File: src/rtl/vrased_pkg.sv
// Shared definitions for the VRASED reset sequencer: FSM encoding, cause codes
// and monitor count.
package vrased_pkg;

    localparam int NUM_MONITORS = 6;

    typedef enum logic [1:0] {
        ST_IDLE    = 2'd0,
        ST_HOLD    = 2'd1,
        ST_WAIT_PC = 2'd2
    } state_t;

    localparam logic [2:0] CAUSE_NONE        = 3'd0;
    localparam logic [2:0] CAUSE_X_STACK     = 3'd1;
    localparam logic [2:0] CAUSE_AC          = 3'd2;
    localparam logic [2:0] CAUSE_ATOMICITY   = 3'd3;
    localparam logic [2:0] CAUSE_DMA_AC      = 3'd4;
    localparam logic [2:0] CAUSE_DMA_DETECT  = 3'd5;
    localparam logic [2:0] CAUSE_DMA_X_STACK = 3'd6;

    // Cause code for a monitor index: codes are the bit index plus one.
    function automatic logic [2:0] cause_of(input int idx);
        return 3'(idx + 1);
    endfunction

endpackage

File: src/rtl/vrased_viol_enc.sv
// Lowest-index priority encoder: maps the monitor violation vector to a cause
// code and an any-violation flag. Purely combinational.
module vrased_viol_enc
    import vrased_pkg::*;
(
    input  logic [NUM_MONITORS-1:0] viol,
    output logic [2:0]              cause,
    output logic                    any
);

    logic [NUM_MONITORS:0]   clear_below;
    logic [NUM_MONITORS-1:0] hit;

    assign clear_below[0] = 1'b1;

    // A bit wins only if every lower-index bit is clear, so at most one hit is set.
    generate
        for (genvar gi = 0; gi < NUM_MONITORS; gi++) begin : g_prio
            assign clear_below[gi+1] = clear_below[gi] & ~viol[gi];
            assign hit[gi]           = viol[gi] & clear_below[gi];
        end
    endgenerate

    always_comb begin
        cause = CAUSE_NONE;
        for (int i = 0; i < NUM_MONITORS; i++) begin
            if (hit[i]) begin
                cause = cause_of(i);
            end
        end
    end

    assign any = |viol;

endmodule

File: src/rtl/vrased_reset_ctrl.sv
// VRASED reset sequencer: merges monitor violations into one held MCU reset,
// released once the PC reaches the reset handler; records first cause and count.
module vrased_reset_ctrl
    import vrased_pkg::*;
#(
    parameter logic [15:0] RESET_HANDLER = 16'h0000,
    parameter logic [7:0]  HOLD_CYCLES   = 8'd16,
    parameter int          CNT_W         = 8
) (
    input  logic                    clk,
    input  logic                    rst,
    input  logic [15:0]             pc,
    input  logic [NUM_MONITORS-1:0] viol,
    input  logic                    cause_clr,
    output logic                    reset,
    output logic                    busy,
    output logic [2:0]              cause,
    output logic                    cause_valid,
    output logic [CNT_W-1:0]        viol_cnt
);

    state_t           state_reg, state_next;
    logic [7:0]       hold_ctr_reg, hold_ctr_next;
    logic             reset_reg, reset_next;
    logic [2:0]       cause_reg, cause_next;
    logic             cause_valid_reg, cause_valid_next;
    logic [CNT_W-1:0] viol_cnt_reg, viol_cnt_next;

    logic [2:0] enc_cause;
    logic       enc_any;

    vrased_viol_enc u_viol_enc (
        .viol  (viol),
        .cause (enc_cause),
        .any   (enc_any)
    );

    always_comb begin
        state_next       = state_reg;
        hold_ctr_next    = hold_ctr_reg;
        cause_next       = cause_reg;
        cause_valid_next = cause_valid_reg;
        viol_cnt_next    = viol_cnt_reg;

        case (state_reg)
            ST_IDLE: begin
                if (enc_any) begin
                    state_next    = ST_HOLD;
                    hold_ctr_next = HOLD_CYCLES - 8'd1;
                    if (viol_cnt_reg != '1) begin
                        viol_cnt_next = viol_cnt_reg + CNT_W'(1);
                    end
                end
            end
            ST_HOLD: begin
                if (hold_ctr_reg == 8'd0) begin
                    state_next = ST_WAIT_PC;
                end else begin
                    hold_ctr_next = hold_ctr_reg - 8'd1;
                end
            end
            ST_WAIT_PC: begin
                if (pc == RESET_HANDLER) begin
                    state_next = ST_IDLE;
                end
            end
            default: state_next = ST_IDLE;
        endcase

        if (cause_clr) begin
            cause_next       = CAUSE_NONE;
            cause_valid_next = 1'b0;
        end
        // A clear in the same cycle frees the slot, so the new violation is recorded.
        if (state_reg == ST_IDLE && enc_any && (!cause_valid_reg || cause_clr)) begin
            cause_next       = enc_cause;
            cause_valid_next = 1'b1;
        end

        reset_next = (state_next != ST_IDLE);
    end

    always_ff @(posedge clk) begin
        if (rst) begin
            state_reg       <= ST_IDLE;
            hold_ctr_reg    <= 8'd0;
            reset_reg       <= 1'b0;
            cause_reg       <= CAUSE_NONE;
            cause_valid_reg <= 1'b0;
            viol_cnt_reg    <= '0;
        end else begin
            state_reg       <= state_next;
            hold_ctr_reg    <= hold_ctr_next;
            reset_reg       <= reset_next;
            cause_reg       <= cause_next;
            cause_valid_reg <= cause_valid_next;
            viol_cnt_reg    <= viol_cnt_next;
        end
    end

    assign reset       = reset_reg;
    assign busy        = (state_reg != ST_IDLE);
    assign cause       = cause_reg;
    assign cause_valid = cause_valid_reg;
    assign viol_cnt    = viol_cnt_reg;

endmodule

File: config.mk
export PLATFORM = sky130hd
export DESIGN_NAME = vrased_reset_ctrl
export DESIGN_NICKNAME = d
export VERILOG_FILES = /design/src/rtl/vrased_pkg.sv /design/src/rtl/vrased_viol_enc.sv /design/src/rtl/vrased_reset_ctrl.sv
export SDC_FILE = /design/constraint.sdc
export NUM_CORES = 1
export LEC_CHECK = 0
export BUFFER_PORTS_ARGS = -buffer_cell sky130_fd_sc_hd__buf_2
export CORE_UTILIZATION = 50
export DETAILED_ROUTE_END_ITERATION = 8
export GPL_TIMING_DRIVEN = 0
export PLACE_DENSITY = 0.79
export SYNTH_ARGS = -nofsm -noshare
export SYNTH_HDL_FRONTEND = slang
export SYNTH_SLANG_ARGS = --single-unit
File: constraint.sdc
create_clock -name clk -period 3 [get_ports clk]
set_input_delay 0 -clock clk [delete_from_list [all_inputs] [get_ports clk]]
set_output_delay 0 -clock clk [all_outputs]
set_load 0.05 [all_outputs]
==> qor.csv <==
stage;metric;value;unit
status;run status;finished with violations;
status;failing checks;hold timing;
critical_path;crit path max fanout;10;
logic_synthesis;Avg Synthesized Cell Area;8.45;um2
cts;CTS tree;built;
cts;total setup buffers inserted after CTS;0;
critical_path;WP buf/inv;1;
sta;Max-slew headroom;65.1;%
route;Detailed Route Iter0 Violations;30;
sta;actual slew at the worst max-slew pin;0.523;ns
sta;final setup violation count;0;
floorplanning;IO Count;39;
cells_and_area;# diodes;0;
cts;clock root buffer;clkbuf_4;
grt;GRT Util Overall;23.9;%
logic_synthesis;cells after synthesis;145;
floorplanning;starting density of the core;54.3;%
route;WL final;2890;um
floorplanning;Die X;51.5;um
cts;Reg clk slew, reported paths;0.13;ns
floorplanning;Die Span Y;51.5;um
critical_path;crit path DAT;1.91;ns
critical_path;worst path required time;3.22;ns
cts;CTS resizes;0;
cells_and_area;nets@finish;216;
logic_synthesis;Netlist cell types;40;
logic_synthesis;Main synth FF type;dfxtp_1;
sta;fmax;590;MHz
worst_hold_path;Hold Crit Class;in -> reg;
logic_synthesis;count leader, synth;dfxtp_1;
grt;first-pass GRT wire length;4820;um
route;wire length per cell;13.4;um
sta;Final TNS setup;0;ns
place;port bufs;37;
grt;vias in the first global route;1164;
cts;worst skew pair latency;0.31;ns
floorplanning;core box area;2250;um2
sta;Fin. Hold Viols;1;
logic_synthesis;Synth warnings;0;
sta;fin crit share;56.5;%
grt;initial antenna violation count;0;
logic_synthesis;mapped cell area;1220;um2
logic_synthesis;Yosys top cell area share;37.6;%
grt;GRT overflow;0;
sta;RSZ-0062 raised after global routing;false;
critical_path;Crit Path Category;reg -> reg;
logic_synthesis;number of flops mapped to enable cells by yosys;0;
power_and_ir_drop;Pleak;0.586;nW
route;Final ANT Viol Nets;0;
critical_path;CP startpoint;viol_cnt[0];
cts;CTS Buffer Depth;2;
critical_path;Max stage delay on crit path;0.41;ns
logic_synthesis;Area contributors post-synth;dfxtp_1 38%, a21oi_1 5.7%, nor4_1 3.6%;
cells_and_area;share of layout cells above drive strength 1;25.5;%
grt;largest net degree at the start of global routing;14;
floorplanning;# rows;17;
route;routed vias;1290;
critical_path;crit-path leading delay family;flip-flops;
sta;WHS;-0.00175;ns
run;maxcap violations;0;
logic_synthesis;ys async rst share;0;%
cts;clk sinks;23;
sta;min cycle time layout;1.70;ns
cts;total CTS buffers;3;
route;DRC violations left;0;
logic_synthesis;Synth area leader;dfxtp_1;
logic_synthesis;syn nets;172;
critical_path;startpoint types;flip-flop;
sta;final slew viol count;0;
power_and_ir_drop;VDD IR-drop max;398;uV
critical_path;worst path cell trace;ha_1 -> nand3_1 -> nor2_1 -> clkbuf_1 -> nor4_2 -> mux2_4;
cells_and_area;area delta synth->final;21.9;%
cts;hold_buf cts;2;
logic_synthesis;Commonest cells post-synth;23 x dfxtp_1, 14 x a21oi_1;
power_and_ir_drop;Power Density;657;nW/um2
sta;clk_skew;0.00531;ns
logic_synthesis;flop and latch count out of synthesis;23;
critical_path;nature of the critical path endpoint;flip-flop;
critical_path;Worst R2R Start;viol_cnt[0];
critical_path;crit path max-delay cell type;dfxtp_1;
floorplanning;die area;2650;um2
worst_hold_path;Hold Crit Start;viol[2];
logic_synthesis;sequential-to-total area share from yosys stat;37.6;%
place;routability cong.;0.867;
place;Detail Placement HPWL;2170;um
route;drt via density;5.97;
cts;H-tree depth;1;
route;Pre-antenna DRT Iters;4;
==> metrics by stage <==
stage / utilization (%) / instances / power (mW) / setup WS [ns] / cell area (um2)
6_report: 66.2 / 216 / 0.981 / 1.30 / 1490
5_1_grt: 66.2 / 216 / 1.05 / 1.14 / 1490
4_1_cts: 66.2 / 216 / 0.982 / 1.31 / 1490
3_5_place_dp: 64.1 / 210 / 0.839 / 1.32 / 1450
3_3_place_gp: 64.1 / 210 / 0.821 / 1.33 / 1450
2_1_floorplan: - / 145 / 0.736 / 1.10 / 1220
==> power breakdown <==
group	internal, mW	switching (mW)	leakage (nW)
clock network	0.0498	0.0922	0.0177
logic	0.154	0.267	0.379
registers	0.358	0.0595	0.189
==> path summary, 6_finish.rpt <==
path                endpoint  slack, ns  depth (start not counted)
max reg2reg      viol_cnt[5]       1.30                          6
min                 cause[2]     -0.002                          4
max              viol_cnt[5]       1.30                          6
min reg2reg  hold_ctr_reg[7]       0.51                          2
==> tightest hold or removal path: stages <==
cell and delay, ns:
buf_2 0.10, nor2_1 0.05, nand3_1 0.07, o41ai_1 0.06
==> per-layer routing <==
| layer | routed length (um) | track usage (%) |
|---|---|---|
| met5 | 0 | 0 |
| met4 | 23 | 7.21 |
| met3 | 135 | 4.09 |
| met2 | 1460 | 43.7 |
| met1 | 1270 | 28.2 |
==> cell families (layout without fill, tap and decap cells) <==
kind of cell / Yosys count / after routing / share of synthesized area [%]
and+or+nand+nor: 63 / 63 / 30.4
AOI/OAI and AO/OA: 41 / 41 / 22.4
DFF: 23 / 23 / 37.6
buffers and inverters: 14 / 57 / 5.52
adders and majority gates: 2 / 2 / 2.04
muxes: 2 / 2 / 2.04
==> cell usage in the layout, fill, tap and decap left out, drive strengths merged, types with 2 or more instances in the layout <==
cell type,netlist,routed
nand2,5,5
buf,2,39
nand2b,3,3
or4,3,3
o21ai,4,4
dfxtp,23,23
nor4,8,8
nor3,8,8
clkbuf,4,7
a21oi,14,14
o41ai,4,4
nor2b,5,5
nand3,8,8
a211oi,3,3
a22o,2,2
o211ai,3,3
ha,2,2
nand4,3,3
nor3b,2,2
nor2,9,9
o31ai,3,3
or3,5,5
a31oi,3,3
dlygate4sd3,0,2
inv,8,8
==> layout make-up <==
type / instances / area [um2]
Fill cell: 206 / 762
Multi-Input combinational cell: 108 / 697
Sequential cell: 23 / 460
Timing Repair Buffer: 39 / 205
Buffer: 6 / 37.5
Tap cell: 28 / 35.0
Inverter: 8 / 30.0
Clock buffer: 3 / 22.5
Clock inverter: 1 / 5.00
No activity file was read; power rests on OpenSTA's default activity.
